File: config.mk
export PLATFORM = sky130hd
export DESIGN_NAME = sram_sp_banked_ctrl
export DESIGN_NICKNAME = d
export VERILOG_FILES = /design/src/rtl/sram_sp_banked_ctrl.sv
export SDC_FILE = /design/constraint.sdc
export NUM_CORES = 1
export LEC_CHECK = 0
export ABC_CLOCK_PERIOD_IN_PS = 6570
export BUFFER_PORTS_ARGS = -buffer_cell sky130_fd_sc_hd__buf_2
export CAP_MARGIN = 20
export CORE_ASPECT_RATIO = 0.5
export CORE_UTILIZATION = 50
export DETAILED_ROUTE_END_ITERATION = 10
export PLACE_DENSITY = 0.87
export SLEW_MARGIN = 20
export SYNTH_ARGS = -nofsm -noshare
export SYNTH_HDL_FRONTEND = slang
export SYNTH_SLANG_ARGS = --single-unit
File: constraint.sdc
create_clock -name CLK -period 6.57 [get_ports CLK]
set_clock_uncertainty 0.05 [all_clocks]
set_input_delay 0.657 -clock CLK [delete_from_list [all_inputs] [get_ports CLK]]
set_output_delay 0.657 -clock CLK [all_outputs]
set_load 0.1 [all_outputs]
File: src/rtl/sram_sp_banked_ctrl.sv
// sram_sp_banked_ctrl: valid/ready request port in front of a banked array of
// single-port SRAM macros (active-low CEN/GWEN/WEN, 1-cycle read latency).
// Responses are buffered in order in a small FIFO; req_ready is throttled so
// the buffer can never overflow.
// Optional feature macro: SRAM_CTRL_INIT_EN (zero-fills every word after reset).
module sram_sp_banked_ctrl #(
  parameter int DATA_W    = 32,
  parameter int ADDR_W    = 15,
  parameter int NUM_BANKS = 4,
  parameter int RSP_DEPTH = 3
) (
  input  logic                          CLK,
  input  logic                          RST,
  input  logic                          req_valid,
  output logic                          req_ready,
  input  logic                          req_write,
  input  logic [ADDR_W-1:0]             req_addr,
  input  logic [DATA_W/8-1:0]           req_be,
  input  logic [DATA_W-1:0]             req_wdata,
  output logic                          rsp_valid,
  input  logic                          rsp_ready,
  output logic                          rsp_write,
  output logic [DATA_W-1:0]             rsp_rdata,
  output logic                          init_done,
  output logic [NUM_BANKS-1:0]          sram_cen,
  output logic                          sram_gwen,
  output logic [DATA_W-1:0]             sram_wen,
  output logic [ADDR_W-$clog2(NUM_BANKS)-1:0] sram_a,
  output logic [DATA_W-1:0]             sram_d,
  input  logic [NUM_BANKS*DATA_W-1:0]   sram_q
);

  localparam int BANK_AW = ADDR_W - $clog2(NUM_BANKS);
  localparam int BSEL_W  = (NUM_BANKS > 1) ? $clog2(NUM_BANKS) : 1;
  localparam int BE_W    = DATA_W / 8;
  localparam int OCC_W   = $clog2(RSP_DEPTH + 1);
  localparam int PTR_W   = (RSP_DEPTH > 1) ? $clog2(RSP_DEPTH) : 1;

  typedef enum logic {S_INIT, S_RUN} state_t;

  state_t              state;
  logic [OCC_W-1:0]    occ;
  logic [PTR_W-1:0]    wr_ptr, rd_ptr;
  logic                vld_p1;
  logic                write_p1;
  logic [BSEL_W-1:0]   bank_p1;
  logic [BSEL_W-1:0]   req_bank;
  logic                accept, push, pop;
  logic [DATA_W-1:0]   rd_slice, push_data;
  logic [DATA_W:0]     fifo_mem [RSP_DEPTH];
  logic [DATA_W:0]     head;

`ifdef SRAM_CTRL_INIT_EN
  logic [BANK_AW-1:0]  init_cnt;
  logic                init_sweep;
  // The sweep never touches the macros while reset is held.
  assign init_sweep = (state == S_INIT) && !RST;
`endif

  // Active-low per-bit write mask from active-high byte enables.
  function automatic logic [DATA_W-1:0] be_to_wen(input logic [BE_W-1:0] be);
    logic [DATA_W-1:0] wen;
    wen = '1;
    for (int i = 0; i < BE_W; i++) wen[8*i +: 8] = {8{~be[i]}};
    return wen;
  endfunction

  // Circular pointer advance for a depth that need not be a power of two.
  function automatic logic [PTR_W-1:0] ptr_inc(input logic [PTR_W-1:0] p);
    return (p == PTR_W'(RSP_DEPTH - 1)) ? '0 : p + PTR_W'(1);
  endfunction

  generate
    if (NUM_BANKS > 1) begin : g_bank_sel
      assign req_bank = req_addr[ADDR_W-1:BANK_AW];
    end else begin : g_one_bank
      assign req_bank = '0;
    end
  endgenerate

  // Inflight access counts against the buffer so the push it produces always fits.
  assign req_ready = (state == S_RUN) && ((32'(occ) + 32'(vld_p1)) < RSP_DEPTH);
  assign accept    = req_valid && req_ready;
  assign push      = vld_p1;
  assign pop       = rsp_valid && rsp_ready;

  assign head      = fifo_mem[rd_ptr];
  assign rsp_valid = (occ != '0);
  assign rsp_write = rsp_valid && head[DATA_W];
  assign rsp_rdata = rsp_valid ? head[DATA_W-1:0] : '0;

  assign rd_slice  = sram_q[32'(bank_p1)*DATA_W +: DATA_W];
  assign push_data = write_p1 ? '0 : rd_slice;

  // Init/run sequencing; init_done is the registered run-state flag.
  always_ff @(posedge CLK or posedge RST) begin
    if (RST) begin
      state     <= S_INIT;
      init_done <= 1'b0;
`ifdef SRAM_CTRL_INIT_EN
      init_cnt  <= '0;
`endif
    end else if (state == S_INIT) begin
`ifdef SRAM_CTRL_INIT_EN
      if (init_cnt == '1) begin
        state     <= S_RUN;
        init_done <= 1'b1;
      end else begin
        init_cnt  <= init_cnt + BANK_AW'(1);
      end
`else
      state     <= S_RUN;
      init_done <= 1'b1;
`endif
    end
  end

  // Macro pins: idle unless a request is accepted or the zero-fill sweep runs.
  always_comb begin
    sram_cen  = '1;
    sram_gwen = 1'b1;
    sram_wen  = '1;
    sram_a    = '0;
    sram_d    = '0;
`ifdef SRAM_CTRL_INIT_EN
    if (init_sweep) begin
      sram_cen  = '0;
      sram_gwen = 1'b0;
      sram_wen  = '0;
      sram_a    = init_cnt;
    end
`endif
    if (accept) begin
      sram_cen[req_bank] = 1'b0;
      sram_a             = req_addr[BANK_AW-1:0];
      if (req_write) begin
        sram_gwen = 1'b0;
        sram_d    = req_wdata;
        sram_wen  = be_to_wen(req_be);
      end
    end
  end

  // Stage p1: access issued last cycle; control state and FIFO occupancy.
  always_ff @(posedge CLK or posedge RST) begin
    if (RST) begin
      vld_p1 <= 1'b0;
      occ    <= '0;
      wr_ptr <= '0;
      rd_ptr <= '0;
    end else begin
      vld_p1 <= accept;
      if (push) wr_ptr <= ptr_inc(wr_ptr);
      if (pop)  rd_ptr <= ptr_inc(rd_ptr);
      case ({push, pop})
        2'b10:   occ <= occ + OCC_W'(1);
        2'b01:   occ <= occ - OCC_W'(1);
        default: occ <= occ;
      endcase
    end
  end

  // Stage p1 data: bank/type of the issued access, then capture into the buffer.
  always_ff @(posedge CLK) begin
    if (accept) begin
      bank_p1  <= req_bank;
      write_p1 <= req_write;
    end
    if (push) fifo_mem[wr_ptr] <= {write_p1, push_data};
  end

endmodule

# [Word-level counts from Yosys, hierarchy flattened]
# Memories as Yosys holds them, arrays and structs flattened.
# Index checks and enable logic that the tools add are counted.
[op_classes] mux=17 eq_ne=4 addsub=5 shifts=1 reduce_logical=7 bitwise_logic=5 order_cmp=3
[ops] operator="32-bit 2-to-1 mux" n=6
[ops] operator="128-bit by 8-bit variable part select with 32-bit output" n=1
[ops] operator="13-bit 2-to-1 mux" n=1
[ops] operator="2-bit by 1-bit adder with 2-bit output, second input constant" n=3
[ops] operator="2-bit == test, second input constant" n=3
[ops] operator="1-bit logical AND" n=5
[ops] operator="1-bit 2-to-1 mux" n=5
[ops] operator="2-bit 2-to-1 mux" n=2
[ops] operator="4-bit 2-to-1 mux" n=1
[ops] operator="1-bit inverter" n=4
[ops] operator="4-bit inverter" n=1
[ops] operator="2-bit case mux with 2 select lines" n=1
[ops] operator="2-bit nonzero test" n=2
[ops] operator="2-bit by 1-bit adder with 3-bit output" n=1
[ops] operator="2-bit by 3-bit < comparator with 1-bit output, second input constant" n=1
[ops] operator="3-bit by 2-bit < comparator with 1-bit output, second input constant" n=1
[ops] operator="1-bit demux with 2-bit select" n=1
[ops] operator="2-bit by 1-bit == test with 1-bit output, second input constant" n=1
[ops] operator="2-bit by 1-bit >= comparator with 1-bit output, second input constant" n=1
[ops] operator="2-bit by 1-bit subtractor with 2-bit output, second input constant" n=1
[totals] ram_bits=99 memories=1 ff_bits=12 wordCells=51 out_inout_bits=118
[mem_list] name="fifo_mem" words=3 width=33 rd=1 rd_ports_with_merged_regs=0 write_ports=1 line="50" source="logic [DATA_W:0] fifo_mem [RSP_DEPTH];"

# [Longest topological paths before layout]
# Gate-level depths: netlist of run 1.
[depth] word_depth=6 ltp_mapped=8 ltp_nobuf=6

# [Worst setup path before layout of run 1]
# No wires, ideal clock.
[synth_timing] path_kind="reg-to-output" from="register occ[0]" to="output sram_wen[10]" setup_slack_ns=3.253 arrival_time_ns=2.610 stages_incl_launch_ff=9 required_time_ns=5.863 n_path_buf=3 cell_sequence="dfrtp_1 > ha_1 > ha_1 > nand2_1 > and4_1 > buf_2 > buf_2 > nand2_1 > buf_4"
[synth_via] elab_chain_len=5
[synth_lines] element="start, declared" line="42" source="logic [OCC_W-1:0] occ;"
[synth_lines] element="start signal, assigned" line="156" source="2'b10: occ <= occ + OCC_W'(1);"
[synth_lines] element="start signal, assigned" line="157" source="2'b01: occ <= occ - OCC_W'(1);"
[synth_lines] element="2-bit by 1-bit adder with 3-bit output" line="82" source="assign req_ready = (state == S_RUN) && ((32'(occ) + 32'(vld_p1)) < RSP_DEPTH);"
[synth_lines] element="3-bit by 2-bit < comparator with 1-bit output" line="82"
[synth_lines] element="1-bit logical AND" line="82"
[synth_lines] element="1-bit logical AND" line="83" source="assign accept = req_valid && req_ready;"
[synth_lines] element="32-bit 2-to-1 mux" line="133" source="if (accept) begin"
[synth_lines] element="end, declared" line="27" source="output logic [DATA_W-1:0] sram_wen,"
# No other way between the ends.

# [Worst setup path after layout of run 1]
[layout_timing] from="register occ[0]" to="output sram_wen[1]"
# The elaborated chain is that of the path after synthesis.

==> metrics, run 1 <==
status complete, no violations; maximum buffer depth of the clock tree 2; Mapped Cells 414; fin crit period 3.71 ns; syn_area_per_cell 14.3 sq um; H-tree depth 3; Ports 302; Pwr Density 478 nW/um^2; max cap viols 0; largest net degree at the start of global routing 38; delay-heaviest family, CP simple AND/OR/NAND/NOR gates; CTS Root Cell clkbuf_16; register clock-pin slew on the reported worst setup and hold paths 0.07 ns; Cell Area, Synth 5920 sq um; dpl hpwl 12,400 um; die extent in y 79.0 um; Iteration-0 DRC Markers 280; final core occ 67.6%; Initial Util 52.6%; DR vias 4,333; total CTS buffers 9; crit path launch type flop; Ys Warns 0; Residual DRC 0; post-synth top area share 51.7%; CP cell instances ha_1 > ha_1 > nand2_1 > and4_1 > nand2_1 > buf_2; Die Wd 156 um; post-CTS sizing 0; final hold viol count 0; Core Area 11,200 sq um; Slowest-stage cell, CP and4_1; drt pass-1 iters 4; first-pass GRT wire length 23,800 um; cell taking the most area after synthesis edfxtp_1; WHS 0.206 ns; RSZ-0062 raised after global routing no; worst path buffer plus inverter count 1; post-synthesis cell type count 28; NumNets Final 863; Primary FF master, synth edfxtp_1; Routed WL 16,100 um; synthesized net count 601; antenna-violating nets left 0; fmax 270 MHz; routability-driven placement congestion ratio 0.872; Worst VDD drop 243 uV; IO buf count 301; Slew Viols, Final 0; Tcrit/Tclk final 56.5%; slowest stage delay, CP 0.78 ns; register bit total from synthesis 111; clk_lat worst skew 0.34 ns; row cnt 27; global route overflow 0; initial antenna violation count 0; CP Class flop to primary output; n_diodes 0; number of global-route vias before repair 4,512; Area Growth Syn to Fin 28.5%; final setup violating endpoints 0; clock sink total 111; Req. time, crit path 5.86 ns; Post-synth EDFFs 102; most common cell after layout, fill and taps aside buf_2; top post-synthesis cells by area edfxtp_1, mux4_2, mux2_2; area of the die 12,300 sq um; setup_tns 0 ns; vias per cell 5.16; cell leakage power 0.00327 uW; Hold WC Path Type input port to async pin; post-CTS setup buffers 0; FFs w/ async S/R, synth 8.11%; layout filler cell count 782; Rel. slew slack 26.6%; ratio of cells with drive above 1 in the final layout 56.8%; Post-CTS Hold Fix Bufs 0; Crit. End Element primary output; commonest cells after routing, fill and taps aside buf_2, edfxtp_1, and2_1; critical path data arrival time 3.00 ns; TritonCTS clock tree yes; Worst-Margin Slew 1.10 ns; total track usage 26.6%; share of the yosys chip area belonging to registers 55.5%; mean routed wirelength per cell 19.1 um; CP max FO 37
metrics by stage:
| stage | setup slack [ns] | instance area [sq um] | total power, uW | std cells |
|---|---|---|---|---|
| floorplan | 3.25 | 5920 | 2790 | 414 |
| global placement | 3.32 | 7330 | 3110 | 824 |
| detailed placement | 3.25 | 7330 | 3140 | 824 |
| CTS | 2.87 | 7610 | 3650 | 840 |
| global route | 2.66 | 7610 | 3750 | 840 |
| finish | 2.86 | 7610 | 3640 | 840 |
flip-flops by register name, summed over array words and instances (netlist names):
name and count:
write_p1 1, wr_ptr 2, occ 2, fifo_mem 99, state 1, init_done 1
push 1, bank_p1 2, rd_ptr 2
worst paths after layout:
path	from	end	slack, ns	cells past startpoint
worst max-delay path	occ[0]	sram_wen[1]	2.86	6
worst min-delay path	RST	occ[1]	0.21	2
worst max register to register	bank_p1[0]	fifo_mem[2][24]	4.14	3
worst min register to register	state	init_done	0.40	1
max in group asynchronous	RST	rd_ptr[1]	6.00	2
min in group CLK	state	init_done	0.40	1
logic make-up (layout without fill, tap and decap cells):
| family | count (synthesis) | after routing | synth area share, % |
|---|---|---|---|
| simple gates | 132 | 132 | 12.3 |
| mux | 98 | 98 | 24.0 |
| fa+ha+maj | 3 | 3 | 0.634 |
| buf+inv | 61 | 328 | 6.44 |
| flops | 111 | 111 | 55.5 |
| xor+xnor | 3 | 3 | 0.444 |
| compound gates | 5 | 5 | 0.592 |
| other cells | 1 | 1 | 0.0633 |
cells in the mapped netlist, types with 3 or more instances:
master	number
edfxtp_1	102
and2_1	46
nor2_1	37
mux2_2	33
mux2i_1	33
nor2b_1	33
mux4_2	32
buf_4	28
buf_2	14
clkbuf_1	9
dfrtp_1	9
inv_1	6
nand2_1	5
a21o_1	4
buf_6	4
ha_1	3
report_power, final:
| part | switching (uW) | leakage [uW] | internal [uW] |
|---|---|---|---|
| Clock | 225 | 0.000132 | 292 |
| Combinational | 1670 | 0.00209 | 447 |
| Sequential | 101 | 0.00105 | 900 |
| Total | 2000 | 0.00327 | 1640 |
area by class of cell:
cell class | instances | area [sq um] | share of cell area [%]
Inverter | 6 | 22.5 | 0.296
Sequential cell | 111 | 3290 | 43.2
Multi-Input combinational cell | 242 | 2270 | 29.9
Clock inverter | 5 | 48.8 | 0.641
Timing Repair Buffer | 306 | 1540 | 20.3
Tap cell | 159 | 199 | 2.62
Clock buffer | 11 | 233 | 3.06
routing by layer:
metal	part of all wire, %	global-route usage (%)	routed length [um]	up-vias
met4	3.2	11.7	517	0
met5	0	0	0	-
met2	52	47.9	8360	164
met3	7.9	8.73	1270	38
met1	37	28.9	5930	2130
li1	-	-	-	2001
Power figures use the tool's default switching activity.
==> run 2, diff against run 1 <==
Settings changed: ABC_AREA set to 1, ABC_CLOCK_PERIOD_IN_PS 6570 to 3810, CORE_UTILIZATION 50 to 48, PLACE_DENSITY 0.87 to 0.81.
Clock period 6.57 ns to 3.81 ns, I/O delays scaled along.
==> metrics, run 2 <==
status complete, no violations (unchanged); Ports 302 (unchanged); NumNets Final 1,323 (was 863); vias per cell 4.84 (was 5.16); synthesized net count 1,075 (was 601); Max Used Layer met4 (unchanged); row cnt 30 (was 27); post-CTS setup buffers 0 (unchanged); setup_tns 0 ns (unchanged); Largest Register fifo_mem (unchanged); Cell Area, Synth 6740 sq um (was 5920 sq um); maximum buffer depth of the clock tree 2 (unchanged); reg2reg start push (was bank_p1[0]); Post-CTS Hold Fix Bufs 1 (was 0); RSZ-0062 raised after global routing no (unchanged); drt pass-1 iters 4 (unchanged); antenna-violating nets left 0 (unchanged); Residual DRC 0 (unchanged); fin crit period 2.98 ns; top post-synthesis cells by area edfxtp_1, nand2_1, inv_1 (was edfxtp_1, mux4_2, mux2_2); Crit. Startpoint occ[0] (unchanged); ratio of cells with drive above 1 in the final layout 30.7% (was 56.8%); post-CTS sizing 0 (unchanged); Req. time, crit path 3.38 ns (was 5.86 ns); metal3 WL 1000 um (was 1270 um); WL met1 7330 um (was 5930 um); Crit. End Element primary output (unchanged); H-tree depth 3 (unchanged); most frequent cell after synthesis nand2_1 (was edfxtp_1); Core Area 13,600 sq um (was 11,200 sq um); HP Start req_addr[13]; final setup violating endpoints 0 (unchanged); max reg flops 99 (unchanged); Area Growth Syn to Fin 24.4% (was 28.5%); share of the yosys chip area belonging to registers 48.8% (was 55.5%); routability-driven placement congestion ratio 0.893 (was 0.872); Primary FF master, synth edfxtp_1 (unchanged); cell taking the most area after synthesis edfxtp_1 (unchanged); dpl hpwl 12,900 um (was 12,400 um); WL met2 9140 um (was 8360 um); crit path launch type flop (unchanged); WHS 0.203 ns (was 0.206 ns); largest net degree at the start of global routing 65 (was 38); Iteration-0 DRC Markers 441 (was 280); Tcrit/Tclk final 78.2%; cell leakage power 0.00463 uW (was 0.00327 uW); CP max FO 21 (was 37); global route overflow 0 (unchanged); first-pass GRT wire length 27,300 um (was 23,800 um); reg2reg setup slack 1.88 ns (was 4.14 ns); final hold viol count 0 (unchanged); number of global-route vias before repair 5,745 (was 4,512); mean routed wirelength per cell 13.3 um (was 19.1 um); layout filler cell count 1,181 (was 782); die extent in y 85.8 um (was 79.0 um); fmax 335 MHz; n_diodes 0 (unchanged); most common library cells after synthesis nand2_1, inv_1, nand3_1, edfxtp_1, nor2_1 (was edfxtp_1, and2_1, nor2_1); most common cell after layout, fill and taps aside buf_2 (unchanged); Slew Viols, Final 0 (unchanged); total CTS buffers 9 (unchanged); syn_area_per_cell 7.59 sq um (was 14.3 sq um); Die Wd 170 um (was 156 um); register clock-pin slew on the reported worst setup and hold paths 0.07 ns (about the same); IO buf count 301 (unchanged); total track usage 24.2% (was 26.6%); Pwr Density 784 nW/um^2 (was 478 nW/um^2); Reg area 3290 sq um (about the same); Worst-Margin Slew 1.03 ns (was 1.10 ns); area of the die 14,600 sq um (was 12,300 sq um); FFs w/ async S/R, synth 8.11% (unchanged); Routed WL 17,700 um (was 16,100 um); clk_lat worst skew 0.35 ns (was 0.34 ns); clock sink total 111 (unchanged); Initial Util 49.5% (was 52.6%); TritonCTS clock tree yes (unchanged); post-route cell area 8390 sq um (was 7610 sq um); CTS Root Cell clkbuf_16 (unchanged); max cap viols 0 (unchanged); post-synth top area share 45.4% (was 51.7%); Post-synth EDFFs 102 (unchanged); area of the multi-input gates 2220 sq um (was 2270 sq um); CP Class flop to primary output (unchanged); Rel. slew slack 31.3% (was 26.6%); commonest cells after routing, fill and taps aside buf_2, nand2_1, inv_1 (was buf_2, edfxtp_1, and2_1); critical path data arrival time 2.55 ns (was 3.00 ns); Hold WC Path Type input port to flop (was input port to async pin); DR vias 6,457 (was 4,333); initial antenna violation count 0 (unchanged); Area after DPL 8090 sq um (was 7330 sq um); post-synthesis cell type count 27 (was 28); Worst VDD drop 519 uV (was 243 uV); register bit total from synthesis 111 (unchanged); Mapped Cells 888 (was 414); Ys Warns 0 (unchanged)
-- run 2: cell count changes in the layout (fill, tap and decap cells not counted), sizes merged, moves of 4 or more --
cell,change
nor2,+13
nand2,+272
mux2,-33
a21oi,+32
mux2i,-33
inv,+191
nand3,+133
a21o,-4
mux4,-32
and2,-46
nor2b,-33
buf,+8
-- run 2: per-stage QoR --
step	power [uW]	instances	utilization [%]	setup slack, ns
floorplan	5080	888	-	0.231
global placement	5640	1316	59.4	1.27
detailed placement	5690	1316	59.4	1.21
CTS	6590	1333	61.6	0.826
global route	6860	1333	61.6	0.694
finish	6570	1333	61.6	0.829
-- run 2: final cells by class --
| class | instances | area share, % |
|---|---|---|
| inverters | 192 | 8.62 |
| well taps | 192 | 2.86 |
| clock buffers | 9 | 2.68 |
| clock inverters | 7 | 0.746 |
| flip-flops and latches | 111 | 39.2 |
| repair buffers | 315 | 19.4 |
| multi-input cells | 507 | 26.5 |
-- run 2: worst paths after layout --
kind,endpoint,cells after the start
worst max-delay path,sram_cen[0],8
worst min-delay path,bank_p1[0],1
worst max register to register,fifo_mem[2][11],3
min in group asynchronous,init_done,3
max in group asynchronous,state,3
worst min register to register,init_done,1
-- run 2: cell families after synthesis --
family                     count (synthesis)  synth area share, %
AOI/OAI and AO/OA                         35                 2.60
buffers and inverters                    270                 18.4
xor gates and xnor gates                   1                0.130
DFF                                      111                 48.8
other                                      1               0.0556
and+or+nand+nor                          467                 29.5
adders and majority gates                  3                0.557
-- run 2: critical path: stages, from the launching register on --
cell	delay, ns
dfrtp_1	0.44
ha_1	0.22
ha_1	0.26
nand2_1	0.10
nand3_2	0.29
buf_4	0.32
nor2_1	0.19
nand2_1	0.07
buf_2	0.29
-- run 2: report_power, final --
group,total (uW),switching [uW],internal (uW)
sequential,1650,99.7,1550
combinational,4020,3360,662
clock,906,446,460
-- run 2: routing by layer --
layer	global-route usage, %	vias up
li1	-	3182
met4	6.22	0
met5	0	-
met3	4.11	21
met2	44.3	225
met1	29.8	3029
